$ cat config.mk
export PLATFORM = sky130hd
export DESIGN_NAME = sk_add_stream_ctrl
export DESIGN_NICKNAME = d
export VERILOG_FILES = /design/src/rtl/sk_add_stream_ctrl.sv
export SDC_FILE = /design/constraint.sdc
export NUM_CORES = 1
export LEC_CHECK = 0
export CAP_MARGIN = 20
export CORE_UTILIZATION = 35
export CTS_CLUSTER_DIAMETER = 60
export DETAILED_ROUTE_END_ITERATION = 16
export GPL_TIMING_DRIVEN = 0
export SYNTH_ARGS = -nofsm -noshare
export SYNTH_HDL_FRONTEND = slang
export SYNTH_SLANG_ARGS = --single-unit
export TNS_END_PERCENT = 100
$ cat constraint.sdc
create_clock -name clk -period 4.2 [get_ports clk]
set_input_delay 1.05 -clock clk [delete_from_list [all_inputs] [get_ports clk]]
set_output_delay 1.05 -clock clk [all_outputs]
set_load 0.05 [all_outputs]
$ cat src/rtl/sk_add_stream_ctrl.sv
// ---------------------------------------------------------------------------
// sk_add_stream_ctrl
//
// Valid/ready stream wrapper around an external fixed-latency pipelined
// Sklansky adder. Operands are passed straight through to the adder. A
// LAT-bit shift register follows each accepted beat down the adder pipeline.
// When a beat reaches the end of that register, the adder result is written
// into a small result FIFO.
//
// Credits: in_ready is asserted only while (FIFO count + beats in flight) is
// below DEPTH. Every accepted beat therefore already owns a FIFO slot, and
// downstream backpressure can never drop a result.
//
// Parameters
//   WIDTH : operand / sum width
//   LAT   : adder latency in clock edges, from operand capture until the sum
//           is sampled (>= 1)
//   DEPTH : result FIFO entries. Must be >= LAT+2 for full throughput, and
//           need not be a power of two.
//
// Ports
//   clk, rst_n           : clock, asynchronous active-low reset
//   in_valid / in_ready  : operand stream handshake
//   in_a, in_b, in_cin   : operands and carry-in
//   add_a, add_b, add_cin: operands driven to the adder (combinational copy)
//   add_sum, add_cout    : adder result, LAT edges after capture
//   out_valid / out_ready: result stream handshake
//   out_sum, out_cout    : FIFO head result (0 while the FIFO is empty)
//   occupancy            : FIFO count plus results still in flight
// ---------------------------------------------------------------------------
module sk_add_stream_ctrl #(
    parameter int WIDTH = 64,
    parameter int LAT   = 2,
    parameter int DEPTH = 4
) (
    input  logic                       clk,
    input  logic                       rst_n,

    input  logic                       in_valid,
    output logic                       in_ready,
    input  logic [WIDTH-1:0]           in_a,
    input  logic [WIDTH-1:0]           in_b,
    input  logic                       in_cin,

    output logic [WIDTH-1:0]           add_a,
    output logic [WIDTH-1:0]           add_b,
    output logic                       add_cin,
    input  logic [WIDTH-1:0]           add_sum,
    input  logic                       add_cout,

    output logic                       out_valid,
    input  logic                       out_ready,
    output logic [WIDTH-1:0]           out_sum,
    output logic                       out_cout,

    output logic [$clog2(DEPTH+1)-1:0] occupancy
);

    localparam int CNT_W = $clog2(DEPTH + 1);
    localparam int PTR_W = (DEPTH > 1) ? $clog2(DEPTH) : 1;

    localparam logic [PTR_W-1:0] PTR_LAST = PTR_W'(DEPTH - 1);
    localparam logic [CNT_W-1:0] CNT_FULL = CNT_W'(DEPTH);

    // -----------------------------------------------------------------------
    // State
    // -----------------------------------------------------------------------
    logic [LAT-1:0]   inflight_reg;          // one bit per adder stage
    logic [WIDTH:0]   mem [DEPTH];           // {cout, sum} per entry
    logic [PTR_W-1:0] wr_ptr_reg;
    logic [PTR_W-1:0] rd_ptr_reg;
    logic [CNT_W-1:0] count_reg;

    logic [PTR_W-1:0] wr_ptr_next;
    logic [PTR_W-1:0] rd_ptr_next;
    logic [CNT_W-1:0] count_next;

    logic [CNT_W-1:0] inflight_cnt;
    logic             issue;
    logic             wr_en;
    logic             rd_en;

    // -----------------------------------------------------------------------
    // Adder feed: pure pass-through. The adder output is used only in cycles
    // where a tracked beat reaches the last stage.
    // -----------------------------------------------------------------------
    assign add_a   = in_a;
    assign add_b   = in_b;
    assign add_cin = in_cin;

    assign issue = in_valid & in_ready;
    assign wr_en = inflight_reg[LAT-1];
    assign rd_en = out_valid & out_ready;

    // -----------------------------------------------------------------------
    // In-flight tracking. Bit 0 is set on the issue edge. Bit LAT-1 is high
    // during the cycle before the edge where the adder result is sampled.
    // -----------------------------------------------------------------------
    generate
        if (LAT == 1) begin : g_sr_one
            always_ff @(posedge clk or negedge rst_n) begin
                if (!rst_n) begin
                    inflight_reg <= '0;
                end else begin
                    inflight_reg[0] <= issue;
                end
            end
        end else begin : g_sr_multi
            always_ff @(posedge clk or negedge rst_n) begin
                if (!rst_n) begin
                    inflight_reg <= '0;
                end else begin
                    inflight_reg <= {inflight_reg[LAT-2:0], issue};
                end
            end
        end
    endgenerate

    always_comb begin
        inflight_cnt = '0;
        for (int k = 0; k < LAT; k++) begin
            inflight_cnt = inflight_cnt + CNT_W'(inflight_reg[k]);
        end
    end

    // -----------------------------------------------------------------------
    // Credit accounting. in_ready depends on registered state only, so there
    // is no combinational path from out_ready or in_valid.
    // -----------------------------------------------------------------------
    assign occupancy = count_reg + inflight_cnt;
    assign in_ready  = (occupancy < CNT_FULL);

    // -----------------------------------------------------------------------
    // Result FIFO. Pointers wrap explicitly at DEPTH-1, so any depth works.
    // -----------------------------------------------------------------------
    function automatic logic [PTR_W-1:0] ptr_inc(input logic [PTR_W-1:0] p);
        return (p == PTR_LAST) ? '0 : p + PTR_W'(1);
    endfunction

    always_comb begin
        wr_ptr_next = wr_en ? ptr_inc(wr_ptr_reg) : wr_ptr_reg;
        rd_ptr_next = rd_en ? ptr_inc(rd_ptr_reg) : rd_ptr_reg;
        count_next  = count_reg;
        case ({wr_en, rd_en})
            2'b10:   count_next = count_reg + CNT_W'(1);
            2'b01:   count_next = count_reg - CNT_W'(1);
            default: count_next = count_reg;   // idle, or write+pop together
        endcase
    end

    always_ff @(posedge clk or negedge rst_n) begin
        if (!rst_n) begin
            wr_ptr_reg <= '0;
            rd_ptr_reg <= '0;
            count_reg  <= '0;
        end else begin
            wr_ptr_reg <= wr_ptr_next;
            rd_ptr_reg <= rd_ptr_next;
            count_reg  <= count_next;
        end
    end

    // Storage is not reset. Stale entries are never visible, because the
    // head is masked while the FIFO is empty.
    always_ff @(posedge clk) begin
        if (wr_en) begin
            mem[wr_ptr_reg] <= {add_cout, add_sum};
        end
    end

    // Head output. A write into an empty FIFO becomes visible only after the
    // count register updates; there is no write-to-read bypass.
    assign out_valid = (count_reg != '0);
    assign {out_cout, out_sum} = out_valid ? mem[rd_ptr_reg] : '0;

    // -----------------------------------------------------------------------
    // Simulation checks. The credit scheme makes these unreachable; a firing
    // check means a design error.
    // -----------------------------------------------------------------------
`ifndef SYNTHESIS
    a_no_overflow: assert property (@(posedge clk) disable iff (!rst_n)
        !(wr_en && !rd_en && (count_reg == CNT_FULL)))
        else $error("sk_add_stream_ctrl: result FIFO overflow");

    a_no_underflow: assert property (@(posedge clk) disable iff (!rst_n)
        !(rd_en && (count_reg == '0)))
        else $error("sk_add_stream_ctrl: result FIFO underflow");

    a_credit_bound: assert property (@(posedge clk) disable iff (!rst_n)
        (occupancy <= CNT_FULL))
        else $error("sk_add_stream_ctrl: occupancy exceeds DEPTH");
`endif

endmodule

==> impl_metrics.tcl <==
set metrics [dict create \
    outcome "completed" \
    drc_errors 0 \
    synthDistinctLibCells 20 \
    power_frac_comb_pct 49.8 \
    critical_path_class "register to primary output" \
    dpl_cell_area_sq_um 14600 \
    track_usage_pct 19.0 \
    clkPwrFrac_pct 19.2 \
    stdcell_area_sq_um 15500 \
    finalCriticalPeriod_ps 3950 \
    synth_edf_count 260 \
    synth_area_leader_cell "edfxtp_1" \
    num_io_pins 397 \
    worstPathArrival_ps 2900 \
    worstMarginPinSlew_ps 656 \
    synth_top_flop_cell "edfxtp_1" \
    syn_inst 589 \
    die_y_um 182 \
    clk_latency_ps 530 \
    gp_congestion 0.826 \
    cts_tree "built" \
    syn_avg_cell_area_sq_um 19.3 \
    synth-async-reset-ratio_pct 3.35 \
    synth_area_leaders "edfxtp_1, mux4_2, buf_4, and2_1, dfrtp_1" \
    ys_warn_count 0 \
    fillers 2709 \
    peakVddDrop_v 0.000640 \
    fp.dieArea_sq_um 33100 \
    worstHoldPathType "register to register" \
    ant_nets 0 \
    fin_worst_skew_ps 9.39 \
    synth-seq-cells 269 \
    setup_viol 0 \
    grt_pass1_vias 6652 \
    cts_root_buf "clkbuf_16" \
    syn2layout_area_growth_pct 36.3 \
    final_max_slew_viol_count 0 \
    fmax_mhz 253 \
    power_frac_seq_pct 31.0 \
    vias 6239 \
    tns_ps 0 \
    sw_frac_of_total_pct 39.9 \
    drive_gt1_share_pct 27.8 \
    wl_per_cell_um 24.1 \
    cp-start-kind "register" \
    critPathCaptureType "primary output" \
    cellInternalPower_w 0.00691 \
    antenna_found_initial 12 \
    cts_buffers 27 \
    row_count 65 \
    critPathMaxFanout 10 \
    seq_area_frac_synth_pct 70.8 \
    finalCritPeriodShare_pct 94.1 \
    start_util_pct 35.8 \
    grt_pass1_wl_um 44900 \
    first_pass_iters 4 \
    io_buffer_count 267 \
    cts_max_path_buffers 3 \
    slew_headroom_pct 56.2 \
    design.core.area_sq_um 31700 \
    hold_viol 0 \
    drtIter0Drc 324 \
    fin_cells 1316 \
    largest_reg_flops 260 \
    total_power_w 0.0115 \
    power.leakage_nw 5.40 \
    power_switching_w 0.00458 \
    viasPerCell 4.74 \
    grt_start_max_net_pins 45 \
    netlist_top_cells_count "edfxtp_1, buf_4, and2_1" \
    fin_nets 1096 \
    synth_top_cell_area_share_pct 68.8 \
    hpwl_um 24400 \
    synth_area_sq_um 11300 \
    hold_buffers 0 \
    yosysMostFrequentCell "edfxtp_1" \
    cts.sinks 269 \
    required_ps 3150 \
    fin_hold_ws_ps 377 \
    place_inst 1262 \
    die_w_um 182 \
    rsz0062_at_grt "no" \
    powerDensity_nw_per_um2 742 \
    grt_overflow 0 \
    syn_nets 796 \
    cap_violations 0 \
    cts.clk_slew.worst_paths_ps 60 \
    htree_levels 1 \
    drt-total-wl_um 31800 \
]
-- per-stage QoR --
stage / setup WS [ps] / utilization (%)
3_5_place_dp: 427 / 46.2
5_1_grt: 93.2 / 48.8
3_3_place_gp: 299 / 45.8
4_1_cts: 129 / 48.7
2_1_floorplan: 867 / -
6_report: 247 / 48.8
-- power groups by stage --
stage          logic, W  clock network [W]  registers, W
5_1_grt         0.00603            0.00236       0.00360
3_5_place_dp    0.00579                  0       0.00362
4_1_cts         0.00581            0.00226       0.00356
3_3_place_gp    0.00572                  0       0.00365
6_report        0.00572            0.00220       0.00356
2_1_floorplan   0.00397                  0       0.00360
-- cell type report --
type,count,area [sq um],area share (%)
clock buffers,34,702,4.54
flip-flops and latches,269,8030,51.9
clock inverters,16,111,0.720
plain buffers,151,1140,7.38
well taps,402,503,3.25
multi-input cells,159,2150,13.9
diodes,4,10.0,0.0647
repair buffers,271,2780,18.0
inverters,10,37.5,0.243
-- per-layer routing --
layer	wire length (um)	part of all wire [%]	GRT usage (%)	vias to the layer above
met4	715	2.2	4.94	4
met5	27	0.085	0	-
li1	-	-	-	2726
met3	2260	7.1	4.49	51
met2	17400	55	35.8	273
met1	11400	36	21.3	3185
-- worst max-delay path, cell delays in order (launching register included) --
cell             delay, ps
dfrtp_1                390
or3_1                  450
clkbuf_2               290
clkbuf_1               300
and2_1                 230
clkdlybuf4s50_1        710
-- worst paths after layout --
check,from,to,slack (ps),cells after the start
worst max-delay path,count_reg[1],out_sum[28],250,5
worst min-delay path,inflight_reg[0],inflight_reg[1],380,0
worst max register to register,count_reg[1],count_reg[2],2120,8
worst min register to register,inflight_reg[0],inflight_reg[1],380,0
max in group asynchronous,rst_n,rd_ptr_reg[0],3090,1
min in group asynchronous,rst_n,count_reg[1],820,1
-- layout by cell type, fill, tap and decap left out, types with 3 or more instances in the layout --
cell type	Yosys	final
buf_12	4	4
clkinv_2	0	3
buf_2	5	5
mux4_2	65	65
edfxtp_1	260	260
and2_1	71	67
diode_2	0	4
buf_4	132	132
clkbuf_1	9	15
dfrtp_1	9	9
clkbuf_16	0	27
ha_1	7	7
clkinv_1	0	8
and2_4	0	4
inv_1	10	10
buf_16	0	4
clkdlybuf4s50_1	0	267
-- cell families after synthesis --
kind of cell / Yosys count / synth area share [%]
fa+ha+maj: 9 / 1.12
buf+inv: 161 / 10.4
simple gates: 76 / 4.12
compound gates: 2 / 0.0882
flops: 269 / 70.8
xor+xnor: 4 / 0.309
mux: 68 / 13.2
-- what timing repair did --
item                       4_1_cts  5_1_grt
resized for setup                1        0
setup endpoints to repair       20        0
buffers inserted                 0        0
Note: power is estimated with default switching activity, not from simulation.
